===== config.mk =====
export PLATFORM = sky130hd
export DESIGN_NAME = score_board_controller
export DESIGN_NICKNAME = d
export VERILOG_FILES = /design/src/rtl/score_board_controller.sv
export SDC_FILE = /design/constraint.sdc
export NUM_CORES = 1
export LEC_CHECK = 0
export ABC_AREA = 1
export CAP_MARGIN = 20
export CORE_MARGIN = 8
export CORE_UTILIZATION = 30
export DETAILED_ROUTE_END_ITERATION = 16
export PLACE_DENSITY = 0.56
export RECOVER_POWER = 25
export SLEW_MARGIN = 15
export SYNTH_ARGS = -nofsm -noshare
export SYNTH_HDL_FRONTEND = slang
export SYNTH_SLANG_ARGS = --single-unit

===== constraint.sdc =====
create_clock -name clk -period 6.3 [get_ports clk]
set_input_delay 1.26 -clock clk [delete_from_list [all_inputs] [get_ports clk]]
set_output_delay 1.26 -clock clk [all_outputs]
set_load 0.02 [all_outputs]

===== src/rtl/score_board_controller.sv =====
// score_board_controller: live score, sorted top-N leaderboard with a
// multi-cycle insertion FSM, and a view scheduler feeding a sequential
// double-dabble BCD converter for the 7-seg display.
//
// Ports:
//   clk, rst           clock, synchronous active-high reset
//   increment          one-cycle pulse, live score +1 (saturating)
//   isDead             one-cycle pulse, commit live score to leaderboard
//   auto_mode          1 = rotate views on dwell timer, 0 = manual
//   sel_idx            manual view: 0 = live score, k = rank k
//   busy               insertion in progress
//   curr_score         live score
//   hex0..hex3_out     BCD ones/tens/hundreds/thousands of shown value
//   hex5_out           index of the view currently shown
module score_board_controller #(
  parameter int SCORE_W      = 11,
  parameter int ENTRIES      = 3,
  parameter int DWELL_CYCLES = 50000000
) (
  input  logic               clk,
  input  logic               rst,
  input  logic               increment,
  input  logic               isDead,
  input  logic               auto_mode,
  input  logic [1:0]         sel_idx,
  output logic               busy,
  output logic [SCORE_W-1:0] curr_score,
  output logic [3:0]         hex0_out,
  output logic [3:0]         hex1_out,
  output logic [3:0]         hex2_out,
  output logic [3:0]         hex3_out,
  output logic [3:0]         hex5_out
);

  localparam int IW = (ENTRIES > 1) ? $clog2(ENTRIES) : 1;
  localparam int VW = $clog2(ENTRIES + 1);
  localparam int DW = $clog2(DWELL_CYCLES);
  localparam int CW = $clog2(SCORE_W);

  localparam logic [SCORE_W-1:0] SC_MAX   = '1;
  localparam logic [IW-1:0]      IDX_LAST = IW'(ENTRIES - 1);
  localparam logic [VW-1:0]      V_LAST   = VW'(ENTRIES);
  localparam logic [DW-1:0]      DW_LAST  = DW'(DWELL_CYCLES - 1);
  localparam logic [CW-1:0]      SH_LAST  = CW'(SCORE_W - 1);

  // ---------------------------------------------------------------
  // Insertion FSM
  // ---------------------------------------------------------------
  typedef enum logic [1:0] {
    S_IDLE,
    S_CMP,
    S_INS
  } ins_st_t;

  ins_st_t r_ins_st;
  ins_st_t w_ins_nx;

  logic [SCORE_W-1:0] r_score;
  logic [SCORE_W-1:0] r_cand;
  logic [SCORE_W-1:0] r_tab [ENTRIES];
  logic [IW-1:0]      r_idx;

  logic w_gt;
  logic w_start;
  logic w_step;
  logic w_ins;
  logic w_busy;

  // Strictly greater: ties never displace an existing entry.
  assign w_gt = r_cand > r_tab[r_idx];

  always_ff @(posedge clk) begin
    if (rst) r_ins_st <= S_IDLE;
    else     r_ins_st <= w_ins_nx;
  end

  always_comb begin
    w_ins_nx = r_ins_st;
    unique case (r_ins_st)
      S_IDLE: begin
        if (isDead) w_ins_nx = S_CMP;
      end
      S_CMP: begin
        if (w_gt)
          w_ins_nx = S_INS;
        else if (r_idx == IDX_LAST)
          w_ins_nx = S_IDLE;
      end
      S_INS:   w_ins_nx = S_IDLE;
      default: w_ins_nx = S_IDLE;
    endcase
  end

  always_comb begin
    w_busy  = 1'b0;
    w_start = 1'b0;
    w_step  = 1'b0;
    w_ins   = 1'b0;
    unique case (r_ins_st)
      S_IDLE: w_start = isDead;
      S_CMP: begin
        w_busy = 1'b1;
        w_step = !w_gt && (r_idx != IDX_LAST);
      end
      S_INS: begin
        w_busy = 1'b1;
        w_ins  = 1'b1;
      end
      default: ;
    endcase
  end

  // Score counter and leaderboard storage.
  // isDead (when idle) takes priority over a same-cycle increment.
  always_ff @(posedge clk) begin
    if (rst) begin
      r_score <= '0;
      r_cand  <= '0;
      r_idx   <= '0;
      for (int j = 0; j < ENTRIES; j++)
        r_tab[j] <= '0;
    end else begin
      if (w_start) begin
        r_cand  <= r_score;
        r_score <= '0;
        r_idx   <= '0;
      end else if (increment && r_score != SC_MAX) begin
        r_score <= r_score + 1'b1;
      end
      if (w_step)
        r_idx <= r_idx + 1'b1;
      if (w_ins) begin
        for (int j = 0; j < ENTRIES; j++) begin
          if (IW'(j) == r_idx)
            r_tab[j] <= r_cand;
          else if (IW'(j) > r_idx)
            r_tab[j] <= r_tab[(j > 0) ? j - 1 : 0];
        end
      end
    end
  end

  // ---------------------------------------------------------------
  // View scheduler
  // ---------------------------------------------------------------
  logic [VW-1:0] r_view;
  logic [DW-1:0] r_dwell;
  logic          w_sel_ok;

  assign w_sel_ok = int'(sel_idx) <= ENTRIES;

  always_ff @(posedge clk) begin
    if (rst) begin
      r_view  <= '0;
      r_dwell <= '0;
    end else if (auto_mode) begin
      if (r_dwell == DW_LAST) begin
        r_dwell <= '0;
        r_view  <= (r_view == V_LAST) ? '0 : r_view + 1'b1;
      end else begin
        r_dwell <= r_dwell + 1'b1;
      end
    end else begin
      // Holding the counter at 0 gives a full dwell on re-entry.
      r_dwell <= '0;
      r_view  <= w_sel_ok ? VW'(sel_idx) : '0;
    end
  end

  logic [SCORE_W-1:0] w_sel;

  always_comb begin
    w_sel = r_score;
    for (int k = 1; k <= ENTRIES; k++) begin
      if (r_view == VW'(k))
        w_sel = r_tab[k-1];
    end
  end

  // ---------------------------------------------------------------
  // Double-dabble BCD engine (free-running LOAD/SHIFT/UPDATE)
  // ---------------------------------------------------------------
  typedef enum logic [1:0] {
    B_LOAD,
    B_SHIFT,
    B_UPD
  } bcd_st_t;

  bcd_st_t r_b_st;
  bcd_st_t w_b_nx;

  logic [SCORE_W-1:0] r_bin;
  logic [15:0]        r_bcd;
  logic [CW-1:0]      r_cnt;
  logic [VW-1:0]      r_vlat;
  logic [3:0]         r_hex0;
  logic [3:0]         r_hex1;
  logic [3:0]         r_hex2;
  logic [3:0]         r_hex3;
  logic [3:0]         r_hex5;

  logic        w_ld;
  logic        w_sh;
  logic        w_up;
  logic [14:0] w_adj;

  always_ff @(posedge clk) begin
    if (rst) r_b_st <= B_LOAD;
    else     r_b_st <= w_b_nx;
  end

  always_comb begin
    w_b_nx = r_b_st;
    unique case (r_b_st)
      B_LOAD:  w_b_nx = B_SHIFT;
      B_SHIFT: begin
        if (r_cnt == SH_LAST) w_b_nx = B_UPD;
      end
      B_UPD:   w_b_nx = B_LOAD;
      default: w_b_nx = B_LOAD;
    endcase
  end

  always_comb begin
    w_ld = 1'b0;
    w_sh = 1'b0;
    w_up = 1'b0;
    unique case (r_b_st)
      B_LOAD:  w_ld = 1'b1;
      B_SHIFT: w_sh = 1'b1;
      B_UPD:   w_up = 1'b1;
      default: ;
    endcase
  end

  // The thousands nibble only reaches 5 for results above 9999, which
  // cannot be shown on four digits, so it is passed through unadjusted.
  always_comb begin
    w_adj = r_bcd[14:0];
    for (int n = 0; n < 3; n++) begin
      if (r_bcd[4*n +: 4] >= 4'd5)
        w_adj[4*n +: 4] = r_bcd[4*n +: 4] + 4'd3;
    end
  end

  always_ff @(posedge clk) begin
    if (rst) begin
      r_bin  <= '0;
      r_bcd  <= '0;
      r_cnt  <= '0;
      r_vlat <= '0;
      r_hex0 <= '0;
      r_hex1 <= '0;
      r_hex2 <= '0;
      r_hex3 <= '0;
      r_hex5 <= '0;
    end else begin
      if (w_ld) begin
        r_bin  <= w_sel;
        r_vlat <= r_view;
        r_bcd  <= '0;
        r_cnt  <= '0;
      end
      if (w_sh) begin
        r_bcd <= {w_adj, r_bin[SCORE_W-1]};
        r_bin <= r_bin << 1;
        r_cnt <= r_cnt + 1'b1;
      end
      if (w_up) begin
        r_hex0 <= r_bcd[3:0];
        r_hex1 <= r_bcd[7:4];
        r_hex2 <= r_bcd[11:8];
        r_hex3 <= r_bcd[15:12];
        r_hex5 <= 4'(r_vlat);
      end
    end
  end

  assign busy       = w_busy;
  assign curr_score = r_score;
  assign hex0_out   = r_hex0;
  assign hex1_out   = r_hex1;
  assign hex2_out   = r_hex2;
  assign hex3_out   = r_hex3;
  assign hex5_out   = r_hex5;

endmodule

# Word level (Yosys, flattened, before mapping)

Memories as Yosys holds them, arrays and structs flattened. A register that Yosys moved wholly into a read port is not among the register bits.
Index checks and enable logic that the tools add are counted.

Flip-flop bits (word level): 107
Latch bits: 0
Bits in writable memories: 33
ROM bits: 0
Bits of input ports: 7
Output and inout bits: 32
Word-level logic and storage cells: 138
Memories kept: 1

Add/sub/neg operators: 8
Multipliers: 0
Div/mod/pow operators: 0
Order comparisons: 7
Equal/unequal tests: 18
Shift-type cells: 0
Mux-type cells: 67
Bitwise logic cells: 7
Reduce and logical (&&, ||, !) cells: 13

Memory list:

| memory | depth | width | rd ports | clocked after Yosys merged registers in | write ports | RTL line | text |
|---|---|---|---|---|---|---|---|
| r_tab  | 3     | 11    | 4        | 1                                       | 3           | 60       | `logic [SCORE_W-1:0] r_tab [ENTRIES];` |

Operators by type and width:

| kind                                                              | count |
|---|---|
| 2-to-1 mux 11 bit                                                 | 11 |
| 2-to-1 mux 1 bit                                                  | 36 |
| 2-to-1 mux 16 bit                                                 | 2 |
| adder 26 x 1 -> 26 bit, second input constant                     | 1 |
| equality test 26 bit, second input constant                       | 1 |
| 2-to-1 mux 2 bit                                                  | 11 |
| 2-to-1 mux 4 bit                                                  | 5 |
| adder 4 x 2 -> 4 bit, second input constant                       | 3 |
| greater-or-equal comparator 4 x 3 -> 1 bit, second input constant | 3 |
| adder 11 x 1 -> 11 bit, second input constant                     | 1 |
| > comparator 11 bit                                               | 1 |
| != test 11 bit, second input constant                             | 1 |
| equality test 2 bit, second input constant                        | 5 |
| one-hot mux 2 bit (2 select lines)                                | 2 |
| equality test 2 x 1 -> 1 bit, second input constant               | 3 |
| zero test 2 bit                                                   | 3 |
| != test 2 bit, second input constant                              | 3 |
| OR 1 bit                                                          | 6 |
| OR reduction 2 bit                                                | 3 |
| adder 2 x 1 -> 2 bit, second input constant                       | 2 |
| adder 4 x 1 -> 4 bit, second input constant                       | 1 |
| equality test 4 bit, second input constant                        | 1 |
| > comparator 1 x 2 -> 1 bit, first input constant                 | 2 |
| nonzero test 2 bit                                                | 2 |
| other kinds (10)                                                  | 11 |

# Logic depth before layout (Yosys ltp)

Depth after elaboration: 7
Depth in mapped cells: 16

# Least setup slack after synthesis

Ideal clock, no wire load.

Kind: input port to flip-flop
Start: input rst
End: memory r_tab[2][0], enable pin
Setup time: 361 ps
Arrival time: 2229 ps
Data required time: 5939 ps
Setup slack: 3709 ps
Cell stages on the path: 7
Cell sequence: buf_4 -> clkinv_4 -> nand2_1 -> inv_2 -> nand2_1 -> clkbuf_1 -> nand3_1

RTL lines:

| what               | RTL line | text |
|---|---|---|
| start: declaration | 21       | `input logic rst,` |
| end: declaration   | 60       |  |

==> results.yml <==
run_status:
  status: "completed"
global_route:
  antenna_found_initial: 0
  grt_pass1_vias: 5659
  grt_start_max_net_pins: 52
  grt_pass1_wl_um: 28800
  grt-ovfl-total: 0
  gr-usage-all-layers_pct: 12.3
yosys:
  synth_seq_cells: 142
  avgSynthCellArea_um2: 7.69
  synthTopCellsByArea: "dfxtp_1, edfxtp_1, nand2_1"
  synth_cell_types: 46
  yosysWarnings: 0
  synth_edf_count: 33
  synth_seq_area_share_pct: 43.7
  synth-compound-area-share_pct: 16.6
  synth.cell_area_um2: 7260
  synth_ff_type: "dfxtp_1"
  synth_cells: 944
  muxShareOfSynthArea_pct: 0.155
  synthAdderAreaFrac_pct: 5.17
  synth_top_family_by_area: "simple AND/OR/NAND/NOR gates"
  synthSimpleGateAreaFrac_pct: 22.4
  synthTopCellsByCount: "nand2_1, inv_1, dfxtp_1, o21ai_0, a21oi_1"
  synth_top_area_share_pct: 30.1
  synthArstFlopShare_pct: 0
  synth_xor_area_share_pct: 2.17
  synth_most_common_cell: "nand2_1"
  yosysTopAreaCell: "dfxtp_1"
critical_path:
  cp_common_cell: "nand2_1"
  end_kind: "flip-flop"
  worst_path_dominant_cell_family: "buffers and inverters"
  critPathSlowestCell: "clkinvlp_2"
  critPathLaunchType: "input port"
  path_max_fanout: 51
  path_cells: "buf_2 > buf_4 > clkinvlp_2 > nand2_1 > inv_2 > nand2_1 > nand3_1"
  critical_path_arrival_ns: 4.36
  cp_num_buf_inv: 4
  critPathMaxStageDelay_ns: 1.04
  cp-startpoint: "rst"
  required_ns: 6.29
  worst-setup-path-type: "input port to flip-flop"
clock_network:
  cts_made_buffers: 17
  cts_root_buf: "clkbuf_16"
  post-cts-setup-buffers: 0
  clock-sinks: 142
  path_clk_slew_ns: 0.06
  cts_tree: "done"
  cts_max_level: 4
  cts-resized-gates: 0
  cts.path.max_buffers: 2
  clock_latency_ns: 0.42
  ctsHoldBuffers: 0
place:
  dp_hpwl_um: 12300
  io_buffers: 36
  dpl_cell_area_um2: 7870
  gp_congestion: 0.813
sta:
  fin_setup_tns_ns: 0
  finalCriticalPeriod_ns: 4.37
  rsz0062_at_grt: "no"
  fmax_mhz: 229
  finalHoldViolations: 0
  tightest_slew_ns: 1.08
  post-route-period-util_pct: 69.4
  slew_headroom_pct: 27.7
  setup_viol: 0
  slew_violations: 0
  final.setup_skew_ns: 0.0140
detailed_routing:
  wl_per_cell_um: 13.6
  vias: 6049
  drc_errors: 0
  final_antenna_net_count: 0
  drt_iter0_markers: 490
  viasPerCell: 4.64
  wl_um: 17700
  drt-pass1-iter-count: 5
layout:
  drive_gt1_share_pct: 9.40
  post-route-util_pct: 35.2
  area_delta_synth_final_pct: 16.6
  nNetsFinal: 1003
  final_area_um2: 8460
  diodes: 0
power_and_ir_drop:
  powerDensity_nw_per_um2: 260
  p_leak_uw: 0.00306
  vdd_drop_max_uv: 137
  power_uw: 2200
die:
  die_x_um: 172
  die_h_um: 172
  pin_count: 39
  die-area_um2: 29400
  core_area_um2: 24000
  initial_core_util_pct: 30.2
  rows: 57
flow_run:
  cap_violations: 0
worst_hold_path:
  hp-class: "flip-flop to flip-flop"
  min_from: "r_dwell[0]$_SDFF_PP0_"
==> where the power goes <==
part / leakage (uW) / internal, uW / switching, uW
registers: 0.00122 / 961 / 23.7
clock network: 0.000294 / 584 / 438
logic: 0.00154 / 60.8 / 128
total: 0.00306 / 1610 / 590
==> state kept, by name, summed over array words and instances (netlist names), 4 cells and up, named ones only <==
name,count
r_dwell,26
hex1_out,4
r_bcd,16
r_cnt,4
hex3_out,4
r_cand,11
curr_score,11
hex2_out,4
hex0_out,4
r_tab,33
r_bin,11
==> final timing paths <==
check | end | slack [ns] | cells after the start
worst min register to register | r_dwell[0]$_SDFF_PP0_ | 0.45 | 1
worst max register to register | r_ins_st[1]$_SDFFE_PP0P_ | 3.25 | 12
worst max-delay path | r_tab[2][2]$_DFFE_PP_ | 1.93 | 7
worst min-delay path | r_dwell[0]$_SDFF_PP0_ | 0.45 | 1
==> routing by layer <==
metal  global-route usage, %  share of wire, %  routed length [um]  vias up
met5                       0                 0                   0        -
met4                    4.16               1.2                 212        0
met3                    2.48               5.1                 903       15
met2                    19.7                45                7920      131
met1                    16.2                49                8620     2737
li1                        -                 -                   -     3166
==> cell families (layout without fill, tap and decap cells) <==
group | Yosys count | in the layout
DFF | 142 | 142
xor gates and xnor gates | 18 | 18
AOI/OAI and AO/OA | 217 | 217
buffers and inverters | 172 | 206
muxes | 1 | 1
adders and majority gates | 30 | 30
and+or+nand+nor | 363 | 363
other | 1 | 2
==> through the flow <==
stage,setup slack (ns),hold WS (ns),instances
floorplan,3.71,0.417,945
global placement,2.36,0.435,1271
detailed placement,2.36,0.444,1271
CTS,2.78,0.460,1303
global route,1.51,0.471,1303
finish,1.93,0.448,1303
==> layout make-up <==
class / count / area, um^2
Timing Repair Buffer: 42 / 400
Multi-Input combinational cell: 631 / 3390
Fill cell: 2529 / 15600
Tap cell: 324 / 405
Inverter: 132 / 499
Clock buffer: 18 / 450
Sequential cell: 142 / 3170
Clock inverter: 14 / 144
==> placed cells by master, fill, tap and decap left out, drive strengths merged, types with 18 or more instances in the layout <==
| master | instances |
|---|---|
| nand2 | 190 |
| inv | 141 |
| dfxtp | 109 |
| nor2 | 95 |
| o21ai | 93 |
| a21oi | 80 |
| clkdlybuf4s50 | 35 |
| edfxtp | 33 |
| nand3 | 32 |
| ha | 30 |
| clkbuf | 18 |
No activity file was read; power rests on OpenSTA's default activity.
